==> src/rtl/spi_flash_reader_if.sv <==
// ---------------------------------------------------------------------------
// spi_flash_reader_if
//   Bundles the request, byte-engine and output-stream signals of the
//   serial-flash read sequencer.
//
//   Handshake semantics (req_* and out_*): a transfer happens in every cycle
//   where valid and ready are both high at the rising clock edge. The producer
//   keeps valid and the payload stable until that cycle. Ready may depend on
//   state only, never on valid.
//
//   Signals:
//     req_valid/req_ready/req_addr/req_len : read request (addr, byte count)
//     busy                                 : sequencer working on a request
//     xfer_start/xfer_tx                   : byte launch towards the SPI engine
//     xfer_done/xfer_rx                    : byte completion from the engine
//     spi_cs_n                             : flash chip select, active low
//     out_valid/out_data/out_ready         : received-byte stream
//
//   Modports: slave = sequencer side, master = requester/engine/consumer side.
// ---------------------------------------------------------------------------
interface spi_flash_reader_if #(
    parameter int LEN_W = 16
);
    logic             req_valid;
    logic             req_ready;
    logic [23:0]      req_addr;
    logic [LEN_W-1:0] req_len;
    logic             busy;
    logic             xfer_start;
    logic [7:0]       xfer_tx;
    logic             xfer_done;
    logic [7:0]       xfer_rx;
    logic             spi_cs_n;
    logic             out_valid;
    logic [7:0]       out_data;
    logic             out_ready;

    modport slave (
        input  req_valid, req_addr, req_len, xfer_done, xfer_rx, out_ready,
        output req_ready, busy, xfer_start, xfer_tx, spi_cs_n, out_valid, out_data
    );

    modport master (
        output req_valid, req_addr, req_len, xfer_done, xfer_rx, out_ready,
        input  req_ready, busy, xfer_start, xfer_tx, spi_cs_n, out_valid, out_data
    );
endinterface

==> src/rtl/spi_flash_reader.sv <==
// ---------------------------------------------------------------------------
// spi_flash_reader
//   Turns an (address, length) request into a serial-flash READ transaction:
//   opcode 0x03, 24-bit address MSB first, then one 0x00 byte per data byte.
//   Chip select is driven here; received data bytes are buffered in a small
//   FIFO and offered on a valid/ready stream.
//
//   Ports:
//     clk, reset   : clock, synchronous active-high reset
//     bus          : spi_flash_reader_if slave modport (request, byte engine,
//                    chip select, output stream)
//     dbg_state_o  : current FSM state encoding
// ---------------------------------------------------------------------------
module spi_flash_reader #(
    parameter int LEN_W   = 16,
    parameter int FIFO_AW = 4,
    parameter int CS_IDLE = 2
) (
    input  logic                   clk,
    input  logic                   reset,
    spi_flash_reader_if.slave      bus,
    output logic [2:0]             dbg_state_o
);
    localparam int DEPTH  = 1 << FIFO_AW;
    localparam int IDLE_W = (CS_IDLE < 2) ? 1 : $clog2(CS_IDLE + 1);

    typedef enum logic [2:0] {
        S_IDLE, S_CS_SETUP, S_CMD, S_A2, S_A1, S_A0, S_DATA, S_CS_HOLD
    } state_t;

    state_t             state_q, state_d;
    logic [23:0]        addr_q, addr_d;
    logic [LEN_W-1:0]   rem_q, rem_d;
    logic [IDLE_W-1:0]  idle_cnt_q, idle_cnt_d;
    logic               inflight_q, inflight_d;
    logic               busy_q, busy_d;

    logic [7:0]         mem_q [DEPTH];
    logic [FIFO_AW-1:0] wr_ptr_q, rd_ptr_q;
    logic [FIFO_AW:0]   count_q;

    logic accept, byte_state, done, push, fifo_pop, fifo_room;

    assign accept     = bus.req_valid && bus.req_ready;
    assign byte_state = (state_q == S_CMD) || (state_q == S_A2) || (state_q == S_A1) ||
                        (state_q == S_A0) || (state_q == S_DATA);
    // A done pulse only counts while a byte is outstanding.
    assign done       = bus.xfer_done && inflight_q;
    assign push       = done && (state_q == S_DATA);
    assign fifo_pop   = (count_q != '0) && bus.out_ready;
    // A pop in the same cycle frees the slot the next data byte will land in.
    assign fifo_room  = (count_q != (FIFO_AW + 1)'(DEPTH)) || fifo_pop;
    assign dbg_state_o = state_q;

    // ---------------- state register ----------------
    always_ff @(posedge clk) begin
        if (reset) begin
            state_q    <= S_IDLE;
            addr_q     <= '0;
            rem_q      <= '0;
            idle_cnt_q <= IDLE_W'(CS_IDLE);
            inflight_q <= 1'b0;
            busy_q     <= 1'b0;
        end else begin
            state_q    <= state_d;
            addr_q     <= addr_d;
            rem_q      <= rem_d;
            idle_cnt_q <= idle_cnt_d;
            inflight_q <= inflight_d;
            busy_q     <= busy_d;
        end
    end

    // ---------------- next-state logic ----------------
    always_comb begin
        state_d = state_q;
        case (state_q)
            S_IDLE:     if (accept && (bus.req_len != '0)) state_d = S_CS_SETUP;
            S_CS_SETUP: state_d = S_CMD;
            S_CMD:      if (done) state_d = S_A2;
            S_A2:       if (done) state_d = S_A1;
            S_A1:       if (done) state_d = S_A0;
            S_A0:       if (done) state_d = S_DATA;
            S_DATA:     if (done && (rem_q == LEN_W'(1))) state_d = S_CS_HOLD;
            S_CS_HOLD:  state_d = S_IDLE;
            default:    state_d = S_IDLE;
        endcase
    end

    always_comb begin
        addr_d     = addr_q;
        rem_d      = rem_q;
        inflight_d = inflight_q;
        idle_cnt_d = idle_cnt_q;
        if (accept) begin
            addr_d = bus.req_addr;
            rem_d  = bus.req_len;
        end
        if (bus.xfer_start)  inflight_d = 1'b1;
        else if (done)       inflight_d = 1'b0;
        if (push)            rem_d = rem_q - 1'b1;
        // Counts cycles with CS high; restarts as CS is released.
        if (state_q == S_CS_HOLD)
            idle_cnt_d = '0;
        else if ((state_q == S_IDLE) && (idle_cnt_q != IDLE_W'(CS_IDLE)))
            idle_cnt_d = idle_cnt_q + 1'b1;
        busy_d = accept || (state_d != S_IDLE);
    end

    // ---------------- outputs ----------------
    always_comb begin
        bus.req_ready = (state_q == S_IDLE) && !busy_q && (idle_cnt_q == IDLE_W'(CS_IDLE));
        bus.busy      = busy_q;
        bus.spi_cs_n  = (state_q == S_IDLE);
        bus.out_valid = (count_q != '0);
        bus.out_data  = mem_q[rd_ptr_q];
        case (state_q)
            S_CMD:   bus.xfer_tx = 8'h03;
            S_A2:    bus.xfer_tx = addr_q[23:16];
            S_A1:    bus.xfer_tx = addr_q[15:8];
            S_A0:    bus.xfer_tx = addr_q[7:0];
            default: bus.xfer_tx = 8'h00;
        endcase
        // Data bytes launch only when their result is guaranteed a FIFO slot.
        bus.xfer_start = byte_state && !inflight_q && ((state_q != S_DATA) || fifo_room);
    end

    // ---------------- receive FIFO ----------------
    always_ff @(posedge clk) begin
        if (reset) begin
            wr_ptr_q <= '0;
            rd_ptr_q <= '0;
            count_q  <= '0;
        end else begin
            if (push)     wr_ptr_q <= wr_ptr_q + 1'b1;
            if (fifo_pop) rd_ptr_q <= rd_ptr_q + 1'b1;
            case ({push, fifo_pop})
                2'b10:   count_q <= count_q + 1'b1;
                2'b01:   count_q <= count_q - 1'b1;
                default: count_q <= count_q;
            endcase
        end
    end

    always_ff @(posedge clk) begin
        if (push) mem_q[wr_ptr_q] <= bus.xfer_rx;
    end
endmodule

==> src/flat_wrapper.sv <==
// flat-port wrapper written by rule: the top's interface ports become plain ports
module spi_flash_reader_flat 
#(
    parameter int LEN_W   = 16,
    parameter int FIFO_AW = 4,
    parameter int CS_IDLE = 2
)
  (clk, reset, dbg_state_o, bus_req_valid, bus_req_addr, bus_req_len, bus_xfer_done, bus_xfer_rx, bus_out_ready, bus_req_ready, bus_busy, bus_xfer_start, bus_xfer_tx, bus_spi_cs_n, bus_out_valid, bus_out_data);
  spi_flash_reader_if #(.LEN_W(LEN_W)) bus_i ();
  input  logic clk;
  input  logic reset;
  output logic [2:0] dbg_state_o;
  input wire logic [$bits(bus_i.req_valid)-1:0] bus_req_valid;
  input wire logic [$bits(bus_i.req_addr)-1:0] bus_req_addr;
  input wire logic [$bits(bus_i.req_len)-1:0] bus_req_len;
  input wire logic [$bits(bus_i.xfer_done)-1:0] bus_xfer_done;
  input wire logic [$bits(bus_i.xfer_rx)-1:0] bus_xfer_rx;
  input wire logic [$bits(bus_i.out_ready)-1:0] bus_out_ready;
  output wire logic [$bits(bus_i.req_ready)-1:0] bus_req_ready;
  output wire logic [$bits(bus_i.busy)-1:0] bus_busy;
  output wire logic [$bits(bus_i.xfer_start)-1:0] bus_xfer_start;
  output wire logic [$bits(bus_i.xfer_tx)-1:0] bus_xfer_tx;
  output wire logic [$bits(bus_i.spi_cs_n)-1:0] bus_spi_cs_n;
  output wire logic [$bits(bus_i.out_valid)-1:0] bus_out_valid;
  output wire logic [$bits(bus_i.out_data)-1:0] bus_out_data;
  assign bus_i.req_valid = bus_req_valid;
  assign bus_i.req_addr = bus_req_addr;
  assign bus_i.req_len = bus_req_len;
  assign bus_i.xfer_done = bus_xfer_done;
  assign bus_i.xfer_rx = bus_xfer_rx;
  assign bus_i.out_ready = bus_out_ready;
  assign bus_req_ready = bus_i.req_ready;
  assign bus_busy = bus_i.busy;
  assign bus_xfer_start = bus_i.xfer_start;
  assign bus_xfer_tx = bus_i.xfer_tx;
  assign bus_spi_cs_n = bus_i.spi_cs_n;
  assign bus_out_valid = bus_i.out_valid;
  assign bus_out_data = bus_i.out_data;
  spi_flash_reader #(.LEN_W(LEN_W), .FIFO_AW(FIFO_AW), .CS_IDLE(CS_IDLE)) u_core (.clk(clk), .reset(reset), .bus(bus_i), .dbg_state_o(dbg_state_o));
endmodule
==> config.mk <==
export PLATFORM = sky130hd
export DESIGN_NAME = spi_flash_reader_flat
export DESIGN_NICKNAME = d
export VERILOG_FILES = /design/src/rtl/spi_flash_reader_if.sv /design/src/rtl/spi_flash_reader.sv /design/src/flat_wrapper.sv
export SDC_FILE = /design/constraint.sdc
export NUM_CORES = 1
export LEC_CHECK = 0
export BUFFER_PORTS_ARGS = -buffer_cell sky130_fd_sc_hd__buf_4
export CAP_MARGIN = 40
export CORE_ASPECT_RATIO = 1.4
export CORE_UTILIZATION = 42
export DETAILED_ROUTE_END_ITERATION = 16
export SLEW_MARGIN = 20
export SYNTH_ARGS = -nofsm -noshare
export SYNTH_HDL_FRONTEND = slang
export SYNTH_SLANG_ARGS = --single-unit
==> constraint.sdc <==
create_clock -name clk -period 2.63 [get_ports clk]
set_input_delay 0.3945 -clock clk [delete_from_list [all_inputs] [get_ports clk]]
set_output_delay 0.3945 -clock clk [all_outputs]
set_load 0.01 [all_outputs]
Word-level counts from Yosys, hierarchy flattened:

Memories as Yosys holds them, arrays and structs flattened. A register that Yosys moved wholly into a read port is not among the register bits.
Cells that the tools add are included.

* bits in registers: 60
* bits in latches: 0
* bits in writable memories: 128
* bits in read-only memories: 0
* input port bits: 53
* output and inout bits: 24
* logic and storage cells: 79
* memories kept: 1

* add/sub/neg operators: 6
* $mul: 0
* divide/modulo/power cells: 0
* order comparisons: 0
* equality and inequality tests: 14
* shift-type cells: 0
* muxes and demuxes: 19
* bitwise logic cells: 0
* reduce and logical (&&, ||, !) cells: 29

Memory list
* u_core.mem_q: words 16, width 8, read ports 1, clocked after Yosys merged registers in 1, write ports 1, line spi_flash_reader.sv:38 `logic [7:0] mem_q [DEPTH];`

Operators with widths (count)
* 16-bit two-way mux: 2
* 8-bit case mux with 4 select lines: 1
* 3-bit case mux with 8 select lines: 1
* 3-bit two-way mux: 6
* 16-bit by 1-bit equality test with 1-bit output (second input constant): 1
* 16-bit nonzero test: 1
* 16-bit by 1-bit subtractor with 16-bit output (second input constant): 1
* 3-bit equality test (second input constant): 4
* 1-bit logical AND: 11
* 5-bit case mux with 2 select lines: 1
* 4-bit by 1-bit adder with 4-bit output (second input constant): 2
* 4-bit two-way mux: 2
* 2-bit nonzero test: 4
* 1-bit logical OR: 7
* 3-bit by 2-bit equality test with 1-bit output (second input constant): 2
* 5-bit by 1-bit adder with 5-bit output (second input constant): 1
* 5-bit != test (second input constant): 1
* 5-bit nonzero test: 1
* 5-bit by 1-bit subtractor with 5-bit output (second input constant): 1
* 2-bit equality test (second input constant): 2
* 1-bit two-way mux: 4
* 2-bit two-way mux: 2
* 3-bit by 1-bit equality test with 1-bit output (second input constant): 1
* 3-bit zero test: 1
* other kinds (7): 8

Longest topological paths before layout:

Gate-level depths: netlist of the first run.

* depth in word-level cells: 9
* gate-level depth with buffers: 12

Worst setup path after synthesis of the first run:

Ideal clock, no wire load.

* path kind: register -> register
* from: register u_core.state_q[2] (netlist: u_core.dbg_state_o[2])
* to: register u_core.count_q[4]
* arrival: 2727 ps
* data required time: 2509 ps
* path slack: -217 ps
* cell stages (with the launch flop): 12
* path buffers: 1
* period minus slack after synthesis: 2847 ps
* path through: dfxtp_1 nand2_1 nor3_4 inv_2 buf_2 ha_1 ha_1 nor2b_1 o21ai_0 a21oi_1 or3b_1 mux2_2

* longest elaborated chain between the ends: 4

Ends and longest elaborated chain
* start, declared: line spi_flash_reader.sv:31 `state_t state_q, state_d;`
* start signal, assigned: line spi_flash_reader.sv:65 `state_q <= state_d;`
* 3-bit equality test (*): line spi_flash_reader.sv:49 `assign push = done && (state_q == S_DATA);`
* 1-bit logical AND (*): line spi_flash_reader.sv:49
* 2-bit by 1-bit equality test with 1-bit output / 2-bit equality test (equally long branches): line spi_flash_reader.sv:137 `case ({push, fifo_pop})`
* 5-bit case mux with 2 select lines / 2-bit nonzero test (equally long branches)
* end signal, assigned: line spi_flash_reader.sv:138 `2'b10: count_q <= count_q + 1'b1;`
* end signal, assigned: line spi_flash_reader.sv:139 `2'b01: count_q <= count_q - 1'b1;`
* end signal, assigned: line spi_flash_reader.sv:140 `default: count_q <= count_q;`
* end, declared: line spi_flash_reader.sv:40 `logic [FIFO_AW:0] count_q;`

Mark *: on every way between the ends. The rest lies on a longest branch, timed or not.
A chain may end at the register's enable or synchronous reset.

==> impl_metrics.json, run 1 <==
{
  "status": "finished, final reports clean",
  "post_drt_wl_per_cell_um": 18.73,
  "dieWidth_um": 119.1,
  "clock_latency_ns": 0.43,
  "min_path_type": "in -> reg",
  "min_period_ns": 2.621,
  "finalHoldViolations": 0,
  "post-route-period-util_pct": 99.65,
  "fill_cells": 1601,
  "grt_pass1_wl_mm": 27.45,
  "synth_edf_count": 128,
  "io_buffers": 76,
  "finalWirelength_mm": 17.17,
  "die_h_um": 165.9,
  "async_flop_share_pct": 0,
  "setup_viol": 0,
  "via_per_inst": 5.374,
  "cts_num_sinks": 192,
  "cts_hold_buffers": 0,
  "drt_pass1_iterations": 5,
  "relSlewSlack_pct": 57.56,
  "path_class": "reg -> out",
  "syn_inst": 582,
  "grt_pass1_vias": 5109,
  "ir_worst_vdd_uv": 412.2,
  "netlist_area_mm2": 0.008059,
  "path_buf_inv": 2,
  "drtIter0Drc": 387,
  "initial_core_util_pct": 43.15,
  "end_kind": "output port",
  "antenna_found_initial": 0,
  "instances_no_fill": 917,
  "cap_violations": 0,
  "yosysWarnings": 0,
  "crit_chain": "buf_12 > mux4_2 > mux4_2 > buf_6",
  "clock_skew_ns": 0.01659,
  "setup-tns-final_ns": 0,
  "path_clk_slew_ns": 0.08,
  "fp-row-count": 59,
  "worstPathRequired_ns": 2.24,
  "layout-drive-gt1-share_pct": 27.49,
  "synth_nets": 648,
  "cp_slowest_stage_delay_ns": 0.53,
  "slew_violations": 0,
  "critical_path_arrival_ns": 2.23,
  "ios": 77,
  "max_freq_mhz": 381.5,
  "r2r_cells": 10,
  "mostFrequentLayoutCell": "edfxtp_1",
  "dieArea_mm2": 0.01975,
  "htree_num_levels": 4,
  "startpoint_type": "register",
  "p_total_mw": 6.266,
  "grt_max_degree": 63,
  "min-delay-start": "bus_req_addr[4]",
  "cts_buffers": 17,
  "power_density_mw_per_mm2": 652.4,
  "placedCellCount": 882,
  "rr_startpoint": "u_core.count_q[1]$_SDFFE_PP0P_",
  "vias": 4928,
  "seq_area_frac_synth_pct": 63.59,
  "clock_path_buffers": 2,
  "gp_congestion": 0.7758,
  "grt_usage_pct": 18.20,
  "path_depth": 4,
  "cpMostUsedCell": "mux4_2",
  "dp_hpwl_mm": 11.57,
  "rsz0062_at_grt": "yes",
  "critPathTopFamily": "multiplexers",
  "ys.flop_type": "edfxtp_1",
  "grt-ovfl-total": 0,
  "syn_to_final_growth_pct": 19.17,
  "final_nets": 726,
  "diodes": 0,
  "drtAntennaViolNets": 0,
  "critPathMaxFanout": 8,
  "cts_tree": "yes",
  "p_leak_nw": 3.263,
  "layout_common_cells": "edfxtp_1, buf_4, nand2_1",
  "synth-seq-cells": 192,
  "tightest_slew_ns": 0.6367,
  "coreArea_mm2": 0.01868,
  "crit_path_top_delay_cell": "mux4_2",
  "cts_root_buf": "clkbuf_16",
  "hold_depth": 3,
  "ys_types": 53,
  "drcViolationCount": 0,
  "avgSynthCellArea_um2": 13.85
}
## path summary, 6_finish.rpt
check,endpoint,slack [ns]
max,bus_out_data[4],0.009
max reg2reg,u_core.count_q[4]$_SDFFE_PP0P_,0.15
min reg2reg,u_core.addr_q[14]$_SDFFE_PP0P_,0.46
min,u_core.addr_q[4]$_SDFFE_PP0P_,0.22
## worst register-to-register path, cell delays in order (launching register included)
cell,delay [ns]
dfxtp_1,0.40
nor4_2,0.09
a21oi_2,0.15
ha_2,0.25
inv_1,0.10
fa_1,0.39
nor2b_1,0.18
o21ai_1,0.12
nand3_1,0.09
or3b_1,0.35
mux2_2,0.27
## per-layer routing
metal,GRT usage [%],up-vias,wire [um]
met1,21.82,2429,6881
met2,32.10,141,9264
met5,0,-,0
met3,3.674,16,744
li1,-,2342,-
met4,6.604,0,284
## power breakdown
part / switching [mW] / leakage [nW] / internal, mW
clock network: 1.18 / 0.267 / 1.25
logic: 0.296 / 1.32 / 0.209
registers: 0.0520 / 1.67 / 3.28
total: 1.53 / 3.26 / 4.74
## cells by family (layout without fill, tap and decap cells)
group	count (synthesis)	after routing	synth area share [%]
xor+xnor	10	10	1.087
mux	57	57	13.35
flops	192	192	63.59
compound gates	82	82	6.133
simple gates	182	182	11.30
fa+ha+maj	13	13	2.111
buf+inv	46	137	2.422
## sequential cells by signal, summed over array words and instances, names as in the netlist, named ones only
register / cells
u_core.bus.busy: 1
u_core.idle_cnt_q: 2
u_core.wr_ptr_q: 4
u_core.addr_q: 24
u_core.mem_q: 128
u_core.count_q: 5
u_core.rem_q: 16
u_core.inflight_q: 1
u_core.dbg_state_o: 3
u_core.rd_ptr_q: 4
## synth_stat cells (all sizes together) (2+ instances only)
master / number / share of area, %
nor2: 30 / 1.4
edfxtp: 128 / 48
a211oi: 2 / 0.19
o21ai: 9 / 0.56
nor4: 13 / 1.2
xnor2: 4 / 0.43
clkbuf: 16 / 0.75
nor2b: 6 / 0.47
o22ai: 3 / 0.23
o2bb2a: 2 / 0.25
a21o: 2 / 0.19
or4: 2 / 0.19
mux2i: 13 / 1.6
and4: 4 / 0.43
a31oi: 3 / 0.23
a21oi: 47 / 2.9
o211ai: 2 / 0.19
a22oi: 2 / 0.19
inv: 12 / 0.56
mux2: 4 / 0.56
ha: 12 / 1.9
nand2b: 5 / 0.39
buf: 18 / 1.1
xor2: 6 / 0.65
nor3: 14 / 1.1
and3: 4 / 0.31
dfxtp: 64 / 16
mux4: 40 / 11
nand3: 6 / 0.50
nand2: 76 / 3.5
o311ai: 5 / 0.54
and2: 12 / 0.93
nand3b: 2 / 0.19
nand4: 4 / 0.31
or3: 2 / 0.16
## area by class of cell
cell class                      count  area [um^2]  area share [%]
Multi-Input combinational cell    344         2775           28.90
Clock inverter                     14        125.1           1.303
Clock buffer                       18        429.2           4.468
Sequential cell                   192         5132           53.44
Tap cell                          244        305.3           3.179
Inverter                           12        45.04          0.4690
Timing Repair Buffer               93        792.0           8.246
## through the flow
stage	hold WS (ns)	utilization (%)	cell area, um^2	setup slack, ns
after floorplan	0.4357	-	8084	0.04634
after global placement	0.4418	47.87	8941	0.1321
after detailed placement	0.4465	47.87	8941	0.05960
after CTS	0.1952	51.14	9552	-0.02798
after global routing	0.1990	51.42	9604	-0.04426
final	0.2159	51.42	9604	0.009086
## repair_timing
item | CTS | global route
endpoints found under the hold margin | 0 | 0
setup buffers | 1 | 1
setup endpoints to repair | 8 | 14
gates resized for setup | 7 | 13
pin swaps | 0 | 2
cloned | 1 | 0
(Power assumes the default switching activity.)
==> run 2, diff against run 1 <==
--- a/config.mk
+++ b/config.mk
@@ -7,7 +7,6 @@
 export LEC_CHECK = 0
 export BUFFER_PORTS_ARGS = -buffer_cell sky130_fd_sc_hd__buf_4
 export CAP_MARGIN = 40
-export CORE_ASPECT_RATIO = 1.4
 export CORE_UTILIZATION = 42
 export DETAILED_ROUTE_END_ITERATION = 16
 export SLEW_MARGIN = 20
==> run 2 against run 1 <==
Compared with the run above:
- the flow now finishes with violations (negative setup slack)
- die area hardly changed
- first-iteration DRC count is 8.5% lower
- cell count is 0.65% lower
- total power is 0.99% lower
- fmax is 1.2% lower
- clock power is 2% lower
- flip-flop and latch count stayed put
- combinational power hardly changed
- critical path depth is 1 higher
- global-route usage is 0.43 points higher
- utilization hardly changed
- worst hold slack worse by 0.0041 ns
- critical endpoint is now bus_out_data[7]
- largest cell class unchanged
- largest power group unchanged
==> impl_metrics.json, run 2 (synthesis results as in run 1) <==
{
  "status": "finished, violations left",
  "violations": "negative setup slack",
  "end_kind": "output port",
  "cts_num_sinks": 192,
  "diodes": 0,
  "coreArea_mm2": 0.01877,
  "gp_congestion": 0.7787,
  "layout-drive-gt1-share_pct": 28.06,
  "antenna_found_initial": 0,
  "clock_path_buffers": 2,
  "io_buffers": 76,
  "drt-met1-wl_mm": 7.794,
  "cts_root_buf": "clkbuf_16",
  "drtIter0Drc": 354,
  "crit_path_top_delay_cell": "mux4_2",
  "fill_cells": 1575,
  "rsz0062_at_grt": "yes",
  "final_nets": 730,
  "cpMostUsedCell": "mux4_2",
  "finalHoldViolations": 0,
  "critPathMaxFanout": 8,
  "largest_reg_flops": 128,
  "worstPathRequired_ns": 2.24,
  "mostFrequentLayoutCell": "edfxtp_1",
  "critical_path_arrival_ns": 2.26,
  "relSlewSlack_pct": 56.53,
  "ios": 77,
  "p_total_mw": 6.204,
  "grt_pass1_wl_mm": 27.59,
  "drtAntennaViolNets": 0,
  "cts_buffers": 17,
  "syn_to_final_growth_pct": 19.70,
  "regMostFlops": "u_core.mem_q",
  "drcViolationCount": 0,
  "setup_slack_ns": -0.02321,
  "dieWidth_um": 140.5,
  "dieArea_mm2": 0.01975,
  "cap_violations": 0,
  "fin_util_pct": 51.40,
  "htree_num_levels": 4,
  "clock_latency_ns": 0.42,
  "routed.top_layer": "met4",
  "p_leak_nw": 3.301,
  "layout_common_cells": "edfxtp_1, buf_4, nand2_1",
  "path_clk_slew_ns": 0.07,
  "cts_tree": "yes",
  "min_period_ns": 2.653,
  "max_freq_mhz": 376.9,
  "cp_slowest_stage_delay_ns": 0.51,
  "wl_met2_mm": 8.460,
  "regArea_mm2": 0.005135,
  "post-route-period-util_pct": 100.9,
  "initial_core_util_pct": 42.94,
  "multiInputGateArea_mm2": 0.002784,
  "grt_max_degree": 63,
  "post_drt_wl_per_cell_um": 19.06,
  "clock_skew_ns": 0.01014,
  "largestRegisters": "u_core.mem_q x128, u_core.addr_q x24, u_core.rem_q x16",
  "wl_met3_um": 964,
  "drt_pass1_iterations": 5,
  "fp-row-count": 50,
  "finalWirelength_mm": 17.37,
  "via_per_inst": 5.441,
  "die_h_um": 140.5,
  "slew_violations": 0,
  "dp_hpwl_mm": 11.22,
  "min_path_type": "in -> reg",
  "ir_worst_vdd_uv": 440.7,
  "startpoint_type": "register",
  "tightest_slew_ns": 0.6521,
  "grt_pass1_vias": 4990,
  "crit_chain": "buf_12 > buf_16 > mux4_2 > mux4_2 > buf_6",
  "vias": 4957,
  "path_class": "reg -> out",
  "critPathTopFamily": "multiplexers",
  "grt_usage_pct": 18.64,
  "path_buf_inv": 3,
  "grt-ovfl-total": 0,
  "setup_viol": 4,
  "power_density_mw_per_mm2": 643.1,
  "cts_hold_buffers": 0
}
## run 2: cell types whose count changed in the layout (fill, tap and decap cells not counted), sizes merged
cell	delta
clkinv	+3
clkinvlp	-2
buf	+4
inv	-1
## run 2: routing by layer
metal  global-route usage [%]  vias up
met4                    4.748        0
met2                    30.66      140
met3                    4.923       14
met1                    24.58     2442
li1                         -     2361
met5                        0        -
## run 2: final timing paths
| check | from | end | slack [ns] | depth (start not counted) |
|---|---|---|---|---|
| max reg2reg | u_core.count_q[2]$_SDFFE_PP0P_ | u_core.count_q[4]$_SDFFE_PP0P_ | 0.16 | 10 |
| min reg2reg | u_core.addr_q[8]$_SDFFE_PP0P_ | u_core.addr_q[8]$_SDFFE_PP0P_ | 0.46 | 2 |
| min | bus_req_addr[13] | u_core.addr_q[13]$_SDFFE_PP0P_ | 0.21 | 3 |
| max | register | bus_out_data[7] | -0.02 | 5 |
## run 2: final cells by class
type | count | area share, %
well taps | 234 | 3.035
inverters | 12 | 0.4669
clock inverters | 14 | 1.089
multi-input cells | 344 | 28.86
clock buffers | 18 | 4.449
flip-flops and latches | 192 | 53.23
repair buffers | 97 | 8.872
## run 2: what timing repair did
action	4_1_cts	5_1_grt
cloned	3	0
setup endpoints to repair	8	12
setup buffers	1	0
resized for setup	8	12
## run 2: per-stage QoR
stage               area, um^2  hold WS (ns)  instances   TNS, ns  setup WS, ns
CTS                       9605        0.1944        911   -0.1888      -0.05181
global route              9647        0.2041        911   -0.4281      -0.08767
finish                    9647        0.2118        911  -0.05531      -0.02321
floorplan                 8084        0.4357        582         0       0.04634
detailed placement        8951        0.4475        875         0       0.03159
global placement          8951        0.4422        875         0        0.1387
## run 2: where the power goes
| part | leakage (nW) | switching (mW) | internal, mW | total [mW] |
|---|---|---|---|---|
| Clock | 0.266 | 1.14 | 1.23 | 2.37 |
| Sequential | 1.68 | 0.0507 | 3.28 | 3.33 |
| Combinational | 1.36 | 0.296 | 0.209 | 0.505 |
## run 2: tightest hold or removal path, stage by stage
cell     delay (ns)
buf_4          0.11
nand2_1        0.04
a21oi_1        0.05
==> run 3, diff against run 2 <==
--- a/config.mk
+++ b/config.mk
@@ -9,6 +9,8 @@
 export CAP_MARGIN = 40
 export CORE_UTILIZATION = 42
 export DETAILED_ROUTE_END_ITERATION = 16
+export GPL_ROUTABILITY_DRIVEN = 1
+export SKIP_LAST_GASP = 1
 export SLEW_MARGIN = 20
 export SYNTH_ARGS = -nofsm -noshare
 export SYNTH_HDL_FRONTEND = slang
==> run 3 against run 2 <==
Compared with the run above:
- the run still ends with negative setup slack left
- final area is essentially flat
- total power about the same
- die area stayed put
- count of clock-buffer cells in the layout unchanged
- utilization hardly changed
- clock skew is 0.00095 ns higher
- sequential share of layout area about the same
- worst hold slack is essentially flat
- cell count is the same
- largest cell class unchanged
==> impl_metrics.json, run 3 (synthesis results as in run 1) <==
{
  "dieArea_mm2": 0.01975,
  "pwr-share-clk_pct": 38.2,
  "path_buf_inv": 3,
  "fin_util_pct": 51.39,
  "pwr-share-comb_pct": 8.1,
  "grt_pass1_vias": 4990,
  "vias": 4989,
  "initial_core_util_pct": 42.94,
  "max_freq_mhz": 376.6,
  "pwr-share-seq_pct": 53.7,
  "r2r_end": "u_core.count_q[4]$_SDFFE_PP0P_",
  "setup_viol": 4,
  "via_per_inst": 5.476,
  "fill_cells": 1577,
  "rr_startpoint": "u_core.count_q[1]$_SDFFE_PP0P_",
  "finalWirelength_mm": 17.37,
  "end_kind": "output port",
  "grt_usage_pct": 18.64,
  "gp_congestion": 0.7787,
  "worstPathRequired_ns": 2.24,
  "cts_num_sinks": 192,
  "antenna_found_initial": 0,
  "clock_skew_ns": 0.01108,
  "min_path_type": "in -> reg",
  "switching_share_pct": 24.04,
  "busiest_layer": "met2",
  "cts_buffers": 17,
  "r2r_cells": 10,
  "cp_slowest_stage_delay_ns": 0.51,
  "dp_hpwl_mm": 11.22,
  "htree_num_levels": 4,
  "path_depth": 5,
  "whs_ns": 0.2116,
  "post_drt_wl_per_cell_um": 19.07,
  "endpoint": "bus_out_data[7]",
  "path_clk_slew_ns": 0.07,
  "drcViolationCount": 0,
  "ios": 77,
  "grt-ovfl-total": 0,
  "met2_usage_pct": 30.66,
  "violations": "negative setup slack",
  "slew_violations": 0,
  "setup_slack_ns": -0.02565,
  "r2r_slack_ns": 0.11,
  "clock_latency_ns": 0.43,
  "status": "finished, violations left",
  "drt_pass1_iterations": 5,
  "largestRegisters": "u_core.mem_q x128, u_core.addr_q x24, u_core.rem_q x16",
  "regMostFlops": "u_core.mem_q",
  "design_area_mm2": 0.009644,
  "use_met1_pct": 24.58,
  "internal_power_mw": 4.715,
  "grt_pass1_wl_mm": 27.59,
  "cts_tree": "yes",
  "crit_chain": "buf_12 > buf_16 > mux4_2 > mux4_2 > buf_6",
  "layout_common_cells": "edfxtp_1, buf_4, nand2_1",
  "final_nets": 730,
  "coreArea_mm2": 0.01877,
  "post-route-period-util_pct": 101.0,
  "rsz0062_at_grt": "yes",
  "io_buffers": 76,
  "cts_root_buf": "clkbuf_16",
  "die_h_um": 140.5,
  "power_density_mw_per_mm2": 643.5,
  "critPathMaxFanout": 8,
  "grt_util_met3_pct": 4.923,
  "crit_path_top_delay_cell": "mux4_2",
  "layout-drive-gt1-share_pct": 27.77,
  "finalHoldViolations": 0,
  "grt_max_degree": 63,
  "critical_path_arrival_ns": 2.26,
  "syn_to_final_growth_pct": 19.67,
  "dpl_cell_area_mm2": 0.008951,
  "dieWidth_um": 140.5,
  "path_class": "reg -> out",
  "p_leak_nw": 3.300,
  "critPathTopFamily": "multiplexers",
  "diodes": 0,
  "startpoint_type": "register",
  "min_period_ns": 2.656,
  "largest_reg_flops": 128,
  "cpMostUsedCell": "mux4_2",
  "cap_violations": 0,
  "ir_worst_vdd_uv": 440.4,
  "mostFrequentLayoutCell": "edfxtp_1",
  "power.switching_mw": 1.492,
  "drtAntennaViolNets": 0,
  "fp-row-count": 50,
  "clock_path_buffers": 2,
  "tightest_slew_ns": 0.6605,
  "drtIter0Drc": 340,
  "relSlewSlack_pct": 55.97
}
run 3: cell types whose count changed in the layout (fill, tap and decap cells not counted):
cell / before / now
dfxtp_1: 58 / 60
dfxtp_2: 5 / 3
run 3: power by group through the flow:
stage | clock network, mW | registers, mW | logic, mW
CTS | 2.42 | 3.33 | 0.506
global route | 2.54 | 3.34 | 0.556
finish | 2.37 | 3.33 | 0.505
floorplan | 0 | 3.39 | 0.308
global placement | 0 | 3.39 | 0.492
detailed placement | 0 | 3.40 | 0.505
run 3: worst reg2reg max path, stage by stage, from the launching register on:
cell	delay, ns
dfxtp_1	0.42
nor4_4	0.09
a21oi_2	0.17
ha_2	0.26
inv_1	0.10
fa_1	0.39
nor2b_1	0.16
o21ai_1	0.12
nand3_1	0.09
or3b_1	0.35
mux2_2	0.27
run 3: worst min path at each step:
stage	from	end	slack, ns	cells past startpoint
2_1_floorplan	u_core.addr_q[10]$_SDFFE_PP0P_	u_core.addr_q[10]$_SDFFE_PP0P_	0.44	2
3_3_place_gp	u_core.addr_q[14]$_SDFFE_PP0P_	u_core.addr_q[14]$_SDFFE_PP0P_	0.44	2
3_5_place_dp	u_core.addr_q[8]$_SDFFE_PP0P_	u_core.addr_q[8]$_SDFFE_PP0P_	0.45	2
4_1_cts	bus_req_addr[13]	u_core.addr_q[13]$_SDFFE_PP0P_	0.19	3
5_1_grt	bus_req_addr[7]	u_core.addr_q[7]$_SDFFE_PP0P_	0.20	3
6_report	bus_req_addr[13]	u_core.addr_q[13]$_SDFFE_PP0P_	0.21	3
run 3: per-stage QoR:
| step | setup TNS (ns) | setup WS, ns | power (mW) | std cells |
|---|---|---|---|---|
| floorplan | 0 | 0.04634 | 3.699 | 582 |
| global placement | 0 | 0.1387 | 3.886 | 875 |
| detailed placement | 0 | 0.03159 | 3.902 | 875 |
| CTS | -0.3075 | -0.09131 | 6.255 | 911 |
| global route | -0.4728 | -0.08697 | 6.436 | 911 |
| finish | -0.06893 | -0.02565 | 6.206 | 911 |
run 3: what timing repair did:
item                       4_1_cts  5_1_grt
hold buffers                     0        0
buffers inserted                 1        0
cloned                           3        0
gates resized for setup          7       11
setup endpoints to repair        8       12
run 3: metal layers:
metal / wire [um] / vias up / part of all wire, %
li1: - / 2361 / -
met1: 7917 / 2492 / 46
met2: 8431 / 123 / 49
met3: 859 / 13 / 4.9
met4: 160 / 0 / 0.92
met5: 0 / - / 0
run 3: area by class of cell:
class                           count  area (um^2)  area share [%]
Clock buffer                       18        429.2           4.450
Sequential cell                   192         5132           53.22
Tap cell                          234        292.8           3.036
Timing Repair Buffer               97        855.8           8.874
Multi-Input combinational cell    344         2784           28.87
Clock inverter                     14        105.1           1.090
Inverter                           12        45.04          0.4670
